## config.mk

```make
export PLATFORM = sky130hd
export DESIGN_NAME = epd_init_seq
export DESIGN_NICKNAME = d
export VERILOG_FILES = /design/src/rtl/epd_init_seq.sv
export SDC_FILE = /design/constraint.sdc
export NUM_CORES = 1
export LEC_CHECK = 0
export ABC_CLOCK_PERIOD_IN_PS = 2700
export BUFFER_PORTS_ARGS = -buffer_cell sky130_fd_sc_hd__buf_4
export CAP_MARGIN = 20
export CORE_MARGIN = 4
export CORE_UTILIZATION = 58
export CTS_BUF_LIST = sky130_fd_sc_hd__clkbuf_8 sky130_fd_sc_hd__clkbuf_16
export CTS_CLUSTER_DIAMETER = 150
export CTS_CLUSTER_SIZE = 28
export DETAILED_ROUTE_END_ITERATION = 8
export GPL_TIMING_DRIVEN = 0
export PLACE_DENSITY_LB_ADDON = 0.25
export REMOVE_ABC_BUFFERS = 1
export SYNTH_ARGS = -nofsm -noshare
export SYNTH_HDL_FRONTEND = slang
export SYNTH_SLANG_ARGS = --single-unit
```

## constraint.sdc

```tcl
create_clock -name clk -period 2.7 [get_ports clk]
set_input_delay 0.135 -clock clk [delete_from_list [all_inputs] [get_ports clk]]
set_output_delay 0.135 -clock clk [all_outputs]
set_load 0.02 [all_outputs]
```

## src/rtl/epd_init_seq.sv

```systemverilog
// SSD1683 e-paper init sequencer: walks the init ROM and sends each entry as one SPI mode-0 byte.
// Optional BUSY-wait watchdog is enabled with macro EPD_BUSY_TIMEOUT_EN.
module epd_init_seq #(
  parameter int CLK_DIV = 2,
  parameter int SEQ_LEN = 21
`ifdef EPD_BUSY_TIMEOUT_EN
  ,
  parameter int BUSY_TIMEOUT = 1000
`endif
) (
  input  logic       clk,
  input  logic       rst_n,
  input  logic       start,
  output logic [7:0] rom_addr,
  input  logic [7:0] rom_cmd,
  input  logic       rom_is_data,
  input  logic       epd_busy,
  output logic       spi_cs_n,
  output logic       spi_sclk,
  output logic       spi_mosi,
  output logic       spi_dc,
  output logic       seq_busy,
  output logic       seq_done,
  output logic       err_timeout
);

  typedef enum logic [2:0] {
    S_IDLE,
    S_FETCH,
    S_LOAD,
    S_SHIFT,
    S_GAP,
    S_WAIT_BUSY,
    S_DONE
  } state_t;

  localparam logic [15:0] DIV_LAST  = 16'(CLK_DIV - 1);
  localparam logic [7:0]  ADDR_LAST = 8'(SEQ_LEN - 1);
  localparam logic [7:0]  CMD_SWRESET = 8'h12;

  state_t      state;
  logic        busy_meta;
  logic        busy_sync;
  logic [15:0] div_cnt;
  logic [2:0]  bit_cnt;
  logic [6:0]  shreg;      // bit 7 goes straight to mosi at fetch
  logic        wait_req;
  logic        div_done;
  logic        step;

  assign div_done = (div_cnt == DIV_LAST);

  // GAP and WAIT_BUSY share one "move to next entry" decision.
  assign step = ((state == S_GAP) && div_done && !wait_req) ||
                ((state == S_WAIT_BUSY) && !busy_sync);

`ifdef EPD_BUSY_TIMEOUT_EN
  localparam logic [15:0] TOUT_LAST = 16'(BUSY_TIMEOUT - 1);
  logic [15:0] tout_cnt;
`else
  assign err_timeout = 1'b0;
`endif

  // NOTE: every register here uses <= so all state updates see pre-edge values;
  // a later assignment in the same block (the step block) intentionally overrides earlier ones.
  always_ff @(posedge clk or negedge rst_n) begin
    if (!rst_n) begin
      busy_meta <= 1'b0;
      busy_sync <= 1'b0;
      state     <= S_IDLE;
      rom_addr  <= '0;
      div_cnt   <= '0;
      bit_cnt   <= '0;
      shreg     <= '0;
      wait_req  <= 1'b0;
      spi_cs_n  <= 1'b1;
      spi_sclk  <= 1'b0;
      spi_mosi  <= 1'b0;
      spi_dc    <= 1'b0;
      seq_busy  <= 1'b0;
      seq_done  <= 1'b0;
`ifdef EPD_BUSY_TIMEOUT_EN
      tout_cnt    <= '0;
      err_timeout <= 1'b0;
`endif
    end else begin
      busy_meta <= epd_busy;
      busy_sync <= busy_meta;

      case (state)
        S_IDLE, S_DONE: begin
          if (start) begin
            rom_addr <= '0;
            seq_busy <= 1'b1;
            seq_done <= 1'b0;
`ifdef EPD_BUSY_TIMEOUT_EN
            err_timeout <= 1'b0;
`endif
            state    <= S_FETCH;
          end
        end

        S_FETCH: begin
          shreg    <= rom_cmd[6:0];
          spi_dc   <= rom_is_data;
          wait_req <= !rom_is_data && (rom_cmd == CMD_SWRESET);
          spi_mosi <= rom_cmd[7];
          spi_cs_n <= 1'b0;
          div_cnt  <= '0;
          state    <= S_LOAD;
        end

        S_LOAD: begin
          if (div_done) begin
            div_cnt  <= '0;
            bit_cnt  <= '0;
            spi_sclk <= 1'b1;
            state    <= S_SHIFT;
          end else begin
            div_cnt <= div_cnt + 16'd1;
          end
        end

        S_SHIFT: begin
          if (!div_done) begin
            div_cnt <= div_cnt + 16'd1;
          end else begin
            div_cnt <= '0;
            if (spi_sclk) begin
              // Falling edge: present the next bit for the following rising edge.
              spi_sclk <= 1'b0;
              spi_mosi <= shreg[6];
              shreg    <= {shreg[5:0], 1'b0};
            end else if (bit_cnt == 3'd7) begin
              spi_cs_n <= 1'b1;
              state    <= S_GAP;
            end else begin
              bit_cnt  <= bit_cnt + 3'd1;
              spi_sclk <= 1'b1;
            end
          end
        end

        S_GAP: begin
          if (!div_done) begin
            div_cnt <= div_cnt + 16'd1;
          end else if (wait_req) begin
            div_cnt <= '0;
            state   <= S_WAIT_BUSY;
`ifdef EPD_BUSY_TIMEOUT_EN
            tout_cnt <= '0;
`endif
          end
        end

        S_WAIT_BUSY: begin
`ifdef EPD_BUSY_TIMEOUT_EN
          if (busy_sync) begin
            if (tout_cnt == TOUT_LAST) begin
              err_timeout <= 1'b1;
              seq_busy    <= 1'b0;
              seq_done    <= 1'b1;
              state       <= S_DONE;
            end else begin
              tout_cnt <= tout_cnt + 16'd1;
            end
          end
`endif
        end

        default: state <= S_IDLE;
      endcase

      if (step) begin
        if (rom_addr == ADDR_LAST) begin
          seq_busy <= 1'b0;
          seq_done <= 1'b1;
          state    <= S_DONE;
        end else begin
          rom_addr <= rom_addr + 8'd1;
          state    <= S_FETCH;
        end
      end
    end
  end

endmodule

```

Word-level counts from Yosys, hierarchy flattened:

Index checks and enable logic that the tools add are counted.

* $add $sub $neg: 3
* equal/unequal tests: 25
* multiplexer cells: 46
* reduce and logical (&&, ||, !) cells: 20

Operator list (number)
* $mux W16: 3
* $pmux W16 S3: 1
* $mux W3: 13
* $mux W8: 4
* $ne A3 B3 Y1 const B: 8
* $pmux W3 S6: 1
* $mux W1: 17
* $add A16 B1 Y16 const B: 1
* $eq A16 B1 Y1 const B: 1
* $eq A8 B5 Y1 const B: 2
* $mux W7: 2
* $ne A2 B2 Y1 const B: 7
* $pmux W7 S2: 1
* $eq A3 B3 Y1 const B: 4
* $add A8 B1 Y8 const B: 1
* $reduce_and A8 Y1: 1
* $eq A3 B2 Y1 const B: 2
* $pmux W1 S2: 3
* $pmux W3 S2: 1
* $reduce_and A3 Y1: 2
* $reduce_and A5 Y1: 1
* $logic_and A1 B1 Y1: 4
* $reduce_and A4 Y1: 1
* $reduce_bool A2 Y1: 2
* other kinds (8): 11

* bits in registers: 46
* output and inout port bits: 15
* logic and storage cells: 108

Logic depth before layout (Yosys ltp):

Gate-level depths: netlist (run 1).

* depth after elaboration: 6
* gate-level depth with buffers: 9
* gate-level depth less buffers: 7

Worst setup path before layout (run 1):

Ideal clock, no wire load.

* path kind: register to register
* start: reg div_cnt[1]
* end: reg rom_addr[5]
* library setup time: 136 ps
* arrival: 1891 ps
* data required time: 2564 ps
* path slack: 673 ps
* cell stages (with the launch flop): 8
* buffers on the path: 0
* period minus slack after synthesis: 2027 ps
* cells stage by stage: dfrtp_1 -> inv_1 -> ha_1 -> nor3b_1 -> nand4_2 -> o32a_1 -> or4_1 -> mux2i_1

* longest elaborated chain between the ends: 5

RTL lines
* start: declaration: line 44 `logic [15:0] div_cnt;`
* start signal: assignment: line 120 `div_cnt <= div_cnt + 16'd1;`
* start signal: assignment: line 126 `div_cnt <= div_cnt + 16'd1;`
* start signal: assignment: line 146 `div_cnt <= div_cnt + 16'd1;`
* $eq A16 B1 Y1: line 51 `assign div_done = (div_cnt == DIV_LAST);`
* $logic_and A1 B1 Y1 (2 in series): line 54 `assign step = ((state == S_GAP) && div_done && !wait_req) ||`
* $logic_or A1 B1 Y1: line 54
* $mux W8: line 174 `if (step) begin`
* end signal: assignment: line 180 `rom_addr <= rom_addr + 8'd1;`
* end: declaration: line 14 `output logic [7:0] rom_addr,`

Every way passes these cells.
A chain may end at the register's enable or synchronous reset.

Worst setup path after layout (run 1):

Ends and elaborated chain as after synthesis.

==> results_tabular.tex, run 1 <==
\begin{tabular}{lr}
\hline
Metric & Value \\
\hline
\multicolumn{2}{l}{\textbf{Run status}} \\
\quad Outcome & complete, no violations \\
\multicolumn{2}{l}{\textbf{Clock network}} \\
\quad Source-to-sink clock delay at the later pin of the worst-skew pair & 300 ps \\
\quad CTS H-tree lvls & 2 \\
\quad Number of gates given a new drive strength after cts & 0 \\
\quad Cts bufs inserted & 5 \\
\quad Clock net sink count & 46 \\
\quad Library cell used as clock root buffer & sky130\_fd\_sc\_hd\_\_clkbuf\_8 \\
\quad Post-CTS Setup Repair Bufs & 0 \\
\quad CTS tree & yes \\
\quad Hold buffers post-CTS & 2 \\
\quad Clock Pin Slew Worst Setup and Hold Paths & approximately 80 ps \\
\quad Clock Path Buffers & 2 \\
\multicolumn{2}{l}{\textbf{Die}} \\
\quad Die footprint & $\sim$5400 um2 \\
\quad Die width & around 74 um \\
\quad Effective utilization at floorplan & 0.615 \\
\quad Total core area & 4090 um2 \\
\quad Ports placed on the boundary & 28 \\
\quad Y dimension of the die & 73.8 um \\
\quad Row count & 23 \\
\multicolumn{2}{l}{\textbf{Setup path}} \\
\quad CP max stage delay & $\sim$600 ps \\
\quad Required time at the endpoint of the critical path & roughly 2900 ps \\
\quad Cell Chain, Critical Path & inv\_1 > ha\_1 > nor3b\_1 > nand4\_2 > o32a\_1 > or4\_1 > mux2i\_1 \\
\quad Category of the worst setup path launch point & flip-flop \\
\quad Setup crit end kind & flip-flop \\
\quad Arrival time worst endpoint & 2670 ps \\
\quad Largest driver fanout on the critical path & 12 \\
\quad Standard cell with the maximum stage delay on the critical path & sky130\_fd\_sc\_hd\_\_or4\_1 \\
\quad Critical path class & reg -> reg \\
\multicolumn{2}{l}{\textbf{Placed design}} \\
\quad Number of buffers inserted by port buffering & 26 \\
\quad Inst Count DP & 325 \\
\quad HPWL Detailed & roughly 3700 um \\
\quad Gpl congestion & approximately 0.88 \\
\quad Worst-case setup slack after placement & around 280 ps \\
\multicolumn{2}{l}{\textbf{Layout}} \\
\quad Proportion of layout cells with a drive suffix above 1 & 0.200 \\
\quad Non-filler cells in the finished layout & $\sim$340 \\
\quad Post-layout util & 0.697 \\
\quad Final antenna diode count & 0 \\
\quad Area added between synthesis and finish & 13.3\% \\
\quad \# fillers & between 300 and 400 \\
\quad Total Nets Final & 303 \\
\multicolumn{2}{l}{\textbf{GRT}} \\
\quad Global-route wire length before repair & 8950 um \\
\quad Via count of the first global-routing pass & approximately 1900 \\
\quad Final global-route overflow total & 0 \\
\quad Initial antenna violation count & 0 \\
\quad Overall Global Routing Usage & 0.213 \\
\quad Pin count of the biggest net entering global routing & 47 \\
\multicolumn{2}{l}{\textbf{Timing}} \\
\quad Highest attainable clock frequency & approximately 400 MHz \\
\quad Setup total negative slack & 0 ps \\
\quad Period Utilization, post-route & 0.919 \\
\quad Pin slew with the least headroom to its limit & $\sim$960 ps \\
\quad Fin. max-slew vios & 0 \\
\quad Fin crit period & between 2000 and 2500 ps \\
\quad Worst clock skew & between 9 and 10 ps \\
\quad Unrepaired setup endpoints after global routing & no \\
\quad Final Hold Violating Endpoints & 0 \\
\quad Max-slew headroom & 0.361 \\
\quad Count of endpoints failing setup in the final report & 0 \\
\quad Final Worst Setup Slack & 218 ps \\
\multicolumn{2}{l}{\textbf{Power}} \\
\quad Net switching power & $\sim$1.1 mW \\
\quad Switching Share & 0.398 \\
\quad VDD IR max & 0.000523 V \\
\quad P per Cell Area & 983 nW/um2 \\
\quad Part of the total power dissipated in the clock network & 0.177 \\
\quad Pint & roughly 1.7 mW \\
\quad Leak & approximately 1.2 nW \\
\quad Flop pwr share & 0.376 \\
\quad Comb pwr share & 0.447 \\
\multicolumn{2}{l}{\textbf{Yosys}} \\
\quad Dominant cell by count in the synthesized netlist & sky130\_fd\_sc\_hd\_\_dfrtp\_1 \\
\quad Number of distinct standard cells referenced by the synthesized netlist & a little over 50 \\
\quad Top flip-flop cell by instance count after synthesis & sky130\_fd\_sc\_hd\_\_dfrtp\_1 \\
\quad Post-synthesis sequential area ratio & 0.459 \\
\quad Top cell types by occurrence after synthesis & 45 x sky130\_fd\_sc\_hd\_\_dfrtp\_1, 27 x sky130\_fd\_sc\_hd\_\_o21ai\_0, 26 x sky130\_fd\_sc\_hd\_\_nand2\_1 \\
\quad Proportion of netlist area held by the largest area contributor & 0.448 \\
\quad Post-Syn Instances & 258 \\
\quad Count of synthesis-stage warnings from yosys & 0 \\
\quad Fraction of registers with async set or reset after synthesis & 1.00 \\
\quad Number of storage elements in the synthesis netlist & 46 \\
\quad Number of enable flip-flop cells after synthesis & 0 \\
\quad Post-Syn Area & 2510 um2 \\
\quad Top cells by area, synth & sky130\_fd\_sc\_hd\_\_dfrtp\_1 45\%, sky130\_fd\_sc\_hd\_\_mux2\_2 7.2\%, sky130\_fd\_sc\_hd\_\_o21ai\_0 5.4\%, sky130\_fd\_sc\_hd\_\_nand2\_1 3.9\%, sky130\_fd\_sc\_hd\_\_ha\_1 3.0\% \\
\quad Yosys top cell by area & sky130\_fd\_sc\_hd\_\_dfrtp\_1 \\
\quad Per-instance average area after synthesis & 9.74 um2 \\
\multicolumn{2}{l}{\textbf{Detailed routing}} \\
\quad Wirelength per Cell & approximately 16 um \\
\quad Initial detailed-routing violation count & 114 \\
\quad Vias per cell & $\sim$6.1 \\
\quad Detailed Route WL & around 5200 um \\
\quad Post-route ant nets & 0 \\
\quad \# DRC & 0 \\
\quad Vias post-DR & around 2000 \\
\quad First-pass DRT Iterations & 4 \\
\multicolumn{2}{l}{\textbf{Min path}} \\
\quad Path type of the worst min-delay path & in -> reg \\
\multicolumn{2}{l}{\textbf{Run}} \\
\quad Total of max-cap violations & 0 \\
\hline
\end{tabular}
-- cell type report --
class,instances,area (um2),area share
sequential,46,1150,0.405
tap,50,62.6,0.0220
clock buffer,5,68.8,0.0242
clock inverter,3,37.5,0.0132
inverter,10,37.5,0.0132
multi-input combinational,192,1270,0.445
timing repair buffer,29,223,0.0782
-- logic make-up after synthesis --
kind of cell,Yosys count,share of synthesized area
simple gates,95,0.209
compound gates,70,0.177
flops,46,0.459
buf+inv,20,0.0373
mux,19,0.0837
fa+ha+maj,6,0.0299
other cells,1,0.00149
xor+xnor,1,0.00349
-- through the flow --
step                hold slack [ps]  cell area [um2]  power (mW)
floorplan                      -161             2460        1.93
global placement                175             2710        2.26
global route                   80.6             2850        3.02
detailed placement              173             2720        2.31
CTS                            67.5             2850        2.81
finish                         69.7             2850        2.80
-- layout by cell type, fill, tap and decap left out, types with 4 or more instances in the layout --
master	netlist	final
sky130_fd_sc_hd__nor4_1	4	4
sky130_fd_sc_hd__buf_4	2	27
sky130_fd_sc_hd__nor3_1	12	12
sky130_fd_sc_hd__a21oi_1	12	12
sky130_fd_sc_hd__nand2_1	26	26
sky130_fd_sc_hd__inv_1	10	12
sky130_fd_sc_hd__o22ai_1	4	4
sky130_fd_sc_hd__ha_1	6	6
sky130_fd_sc_hd__o21ai_0	27	27
sky130_fd_sc_hd__clkbuf_8	0	5
sky130_fd_sc_hd__nand3_1	11	11
sky130_fd_sc_hd__or3_1	4	4
sky130_fd_sc_hd__nor2_1	15	15
sky130_fd_sc_hd__a21o_1	4	4
sky130_fd_sc_hd__mux2_2	16	16
sky130_fd_sc_hd__dfrtp_1	45	45
-- power by group through the flow --
| stage | clock network (mW) | logic, mW | registers (mW) |
|---|---|---|---|
| 2_1_floorplan | 0 | 0.830 | 1.10 |
| 6_report | 0.495 | 1.25 | 1.05 |
| 3_3_place_gp | 0 | 1.20 | 1.06 |
| 4_1_cts | 0.505 | 1.25 | 1.05 |
| 5_1_grt | 0.526 | 1.41 | 1.08 |
| 3_5_place_dp | 0 | 1.24 | 1.07 |
-- worst paths after layout --
check                           depth (start not counted)  slack [ps]              startpoint                endpoint
worst min-delay path                                    2          70              rom_cmd[0]    shreg[0]$_DFFE_PN0P_
min in group asynchronous                               2         380                   rst_n  div_cnt[8]$_DFFE_PN0P_
worst min register to register                          0         360     busy_meta$_DFF_PN0_     busy_sync$_DFF_PN0_
worst max-delay path                                    7         220  div_cnt[1]$_DFFE_PN0P_   rom_addr[5]$_DFF_PN0_
max in group asynchronous                               2        1930                   rst_n  bit_cnt[0]$_DFFE_PN0P_
worst max register to register                          7         220  div_cnt[1]$_DFFE_PN0P_   rom_addr[5]$_DFF_PN0_
-- flip-flops by register name, summed over array words and instances (netlist names), 3 cells and up --
signal	flops
bit_cnt	3
state	3
rom_addr	8
shreg	7
div_cnt	16
-- critical path, delay by kind of cell (launching register included) --
kind	cells	cell delay, ps
AOI/OAI and AO/OA	1	380
and+or+nand+nor	3	1190
adders and majority gates	1	170
buffers and inverters	1	80
muxes	1	140
DFF	1	410
-- per-layer routing --
layer | GRT usage | part of all wire | vias to the layer above | wire, um
met5 | 0 | 0 | - | 0
met4 | 0.0845 | 0.015 | 0 | 80
met3 | 0.0506 | 0.074 | 9 | 386
met2 | 0.324 | 0.47 | 76 | 2450
met1 | 0.292 | 0.44 | 949 | 2300
li1 | - | - | 1009 | -
Power figures use the tool's default switching activity.
==> inputs of run 2 (changes only) <==
Settings changed: CORE_UTILIZATION 58 to 38, CTS_CLUSTER_DIAMETER 150 to 100.
==> run 2 against run 1 <==
Flip-flop and latch count unchanged. Clock-buffer cell count is 1 higher. Register-to-register slack improved by 50 ps. First-iteration DRC count grew 31%. Global-route usage down 7.0 points. Critical endpoint unchanged. Largest cell class unchanged.
==> results_tabular.tex, run 2 (same netlist as run 1, synthesis figures left out) <==
\begin{tabular}{lr}
\hline
Metric & Value \\
\hline
\multicolumn{2}{l}{\textbf{Die}} \\
\quad Total core area & 6390 um2 \\
\quad Ports placed on the boundary & 28 \\
\quad Effective utilization at floorplan & 0.393 \\
\quad Die width & around 89 um \\
\quad Y dimension of the die & approximately 90 um \\
\quad Row count & 29 \\
\quad Die footprint & around 8000 um2 \\
\multicolumn{2}{l}{\textbf{Layout}} \\
\quad Final antenna diode count & 0 \\
\quad Proportion of layout cells with a drive suffix above 1 & 0.207 \\
\quad Register name with the most flops & div\_cnt \\
\quad Total Nets Final & just over 300 \\
\quad Most frequent standard cell in the layout excluding fill and tap cells & sky130\_fd\_sc\_hd\_\_dfrtp\_1 \\
\quad Max reg flops & 16 \\
\quad Largest registers & div\_cnt x16, rom\_addr x8, shreg x7 \\
\quad \# fillers & 618 \\
\quad Area added between synthesis and finish & 14.2\% \\
\quad Top library cells by usage in the layout, fill and taps aside & 45 x sky130\_fd\_sc\_hd\_\_dfrtp\_1, 27 x sky130\_fd\_sc\_hd\_\_o21ai\_0, 27 x sky130\_fd\_sc\_hd\_\_buf\_4 \\
\multicolumn{2}{l}{\textbf{Run status}} \\
\quad Outcome & complete, no violations \\
\multicolumn{2}{l}{\textbf{Timing}} \\
\quad Count of endpoints failing setup in the final report & 0 \\
\quad Highest attainable clock frequency & a little over 400 MHz \\
\quad Min Hold Slack & a little under 60 ps \\
\quad Max-slew headroom & 0.388 \\
\quad Fin. max-slew vios & 0 \\
\quad Final Hold Violating Endpoints & 0 \\
\quad Unrepaired setup endpoints after global routing & no \\
\quad Fin crit period & 2440 ps \\
\quad Pin slew with the least headroom to its limit & between 900 and 1000 ps \\
\quad Worst clock skew & $\sim$10 ps \\
\quad Period Utilization, post-route & 0.902 \\
\quad Setup total negative slack & 0 ps \\
\multicolumn{2}{l}{\textbf{Detailed routing}} \\
\quad Detailed Route WL & 5260 um \\
\quad First-pass DRT Iterations & 4 \\
\quad \# DRC & 0 \\
\quad Initial detailed-routing violation count & 149 \\
\quad Wirelength per Cell & between 10 and 15 um \\
\quad Vias post-DR & approximately 2000 \\
\quad Vias per cell & $\sim$5.7 \\
\quad Post-route ant nets & 0 \\
\multicolumn{2}{l}{\textbf{Setup path}} \\
\quad Required time at the endpoint of the critical path & approximately 2900 ps \\
\quad Worst reg2reg path depth & 7 \\
\quad Critical path capture point & rom\_addr[5]\$\_DFF\_PN0\_ \\
\quad CP max stage delay & around 600 ps \\
\quad Critical path class & reg -> reg \\
\quad CP startpoint & div\_cnt[1]\$\_DFFE\_PN0P\_ \\
\quad Cell Chain, Critical Path & inv\_1 > ha\_1 > nor3b\_1 > nand4\_2 > o32a\_1 > or4\_1 > mux2i\_1 \\
\quad Category of the worst setup path launch point & flip-flop \\
\quad Arrival time worst endpoint & about 2600 ps \\
\quad Worst reg-to-reg setup slack & approximately 260 ps \\
\quad Largest delay share family, worst path & simple AND/OR/NAND/NOR gates \\
\quad Largest driver fanout on the critical path & 12 \\
\quad Launch instance of the worst register-to-register path & div\_cnt[1]\$\_DFFE\_PN0P\_ \\
\quad Crit path depth & 7 \\
\quad Endpoint of the lowest-slack register-to-register path & rom\_addr[5]\$\_DFF\_PN0\_ \\
\quad Worst Path Buf+Inv & 1 \\
\quad Setup crit end kind & flip-flop \\
\quad Standard cell with the maximum stage delay on the critical path & sky130\_fd\_sc\_hd\_\_or4\_1 \\
\multicolumn{2}{l}{\textbf{Placed design}} \\
\quad HPWL Detailed & around 3700 um \\
\quad Number of buffers inserted by port buffering & 26 \\
\quad Gpl congestion & 0.815 \\
\multicolumn{2}{l}{\textbf{Power}} \\
\quad Leak & roughly 1.2 nW \\
\quad P per Cell Area & about 960 nW/um2 \\
\quad VDD IR max & around 0.00044 V \\
\multicolumn{2}{l}{\textbf{GRT}} \\
\quad Most heavily used metal layer in global routing & met2 \\
\quad Global-route wire length before repair & between 8000 and 9000 um \\
\quad Via count of the first global-routing pass & approximately 1900 \\
\quad Final global-route overflow total & 0 \\
\quad Overall Global Routing Usage & 0.143 \\
\quad Met3 usage & 0.0304 \\
\quad Pin count of the biggest net entering global routing & between 40 and 50 \\
\quad Met2 Usage GRT & 0.220 \\
\quad Initial antenna violation count & 0 \\
\quad Met1 global-route usage & 0.202 \\
\multicolumn{2}{l}{\textbf{Clock network}} \\
\quad CTS tree & yes \\
\quad CTS H-tree lvls & 2 \\
\quad Clock net sink count & 46 \\
\quad Source-to-sink clock delay at the later pin of the worst-skew pair & approximately 300 ps \\
\quad Clock Pin Slew Worst Setup and Hold Paths & 90 ps \\
\quad Library cell used as clock root buffer & sky130\_fd\_sc\_hd\_\_clkbuf\_8 \\
\quad Number of gates given a new drive strength after cts & 0 \\
\quad Cts bufs inserted & 5 \\
\quad Clock Path Buffers & 2 \\
\multicolumn{2}{l}{\textbf{Run}} \\
\quad Total of max-cap violations & 0 \\
\multicolumn{2}{l}{\textbf{Min path}} \\
\quad Path type of the worst min-delay path & in -> reg \\
\hline
\end{tabular}
-- run 2: cell count changes in the layout (fill, tap and decap cells not counted), sizes merged --
cell      delta
clkbuf       +1
clkinv       +1
bufinv       -1
inv          -2
clkinvlp     +1
-- run 2: where the power goes --
part	total (mW)	leakage [nW]	internal, mW	switching (mW)
logic	1.25	0.595	0.548	0.697
registers	1.06	0.581	0.866	0.190
clock network	0.447	0.0472	0.206	0.241
-- run 2: final cells by class --
cell class                      instances  area, um2  share of cell area
Timing Repair Buffer                   29        223              0.0776
Clock buffer                            6       82.6              0.0288
Inverter                               10       37.5              0.0131
Multi-Input combinational cell        192       1270               0.441
Clock inverter                          2       12.5             0.00436
Tap cell                               77       96.3              0.0336
Sequential cell                        46       1150               0.401
-- run 2: per-stage QoR --
stage | util | total power [mW] | cells | instance area (um2) | setup slack [ps]
after floorplan | - | 1.93 | 248 | 2460 | 539
after global routing | 0.449 | 2.98 | 362 | 2870 | 102
after global placement | 0.430 | 2.28 | 351 | 2750 | 245
final | 0.449 | 2.75 | 362 | 2870 | 264
after detailed placement | 0.431 | 2.32 | 352 | 2760 | 289
after CTS | 0.449 | 2.77 | 362 | 2870 | 260
-- run 2: routing by layer --
layer  wire [um]  part of all wire
met1        2560              0.49
met2        2410              0.46
met3         212             0.040
met4          72             0.014
met5           0                 0
-- run 2: timing repair --
item / CTS / global route
setup buffers: 0 / 0
endpoints found under the hold margin: 46 / 0
hold buffers: 2 / 0
-- run 2: how the worst min path moves through the flow --
stage | start | end | slack, ps | cells past startpoint
5_1_grt | rom_cmd[0] | shreg[0]$_DFFE_PN0P_ | 40 | 2
4_1_cts | rom_cmd[0] | shreg[0]$_DFFE_PN0P_ | 50 | 2
3_3_place_gp | rst_n | div_cnt[13]$_DFFE_PN0P_ | 190 | 1
3_5_place_dp | rst_n | div_cnt[0]$_DFFE_PN0P_ | 190 | 1
6_report | rom_cmd[0] | shreg[0]$_DFFE_PN0P_ | 60 | 2
2_1_floorplan | rst_n | bit_cnt[0]$_DFFE_PN0P_ | -160 | 0
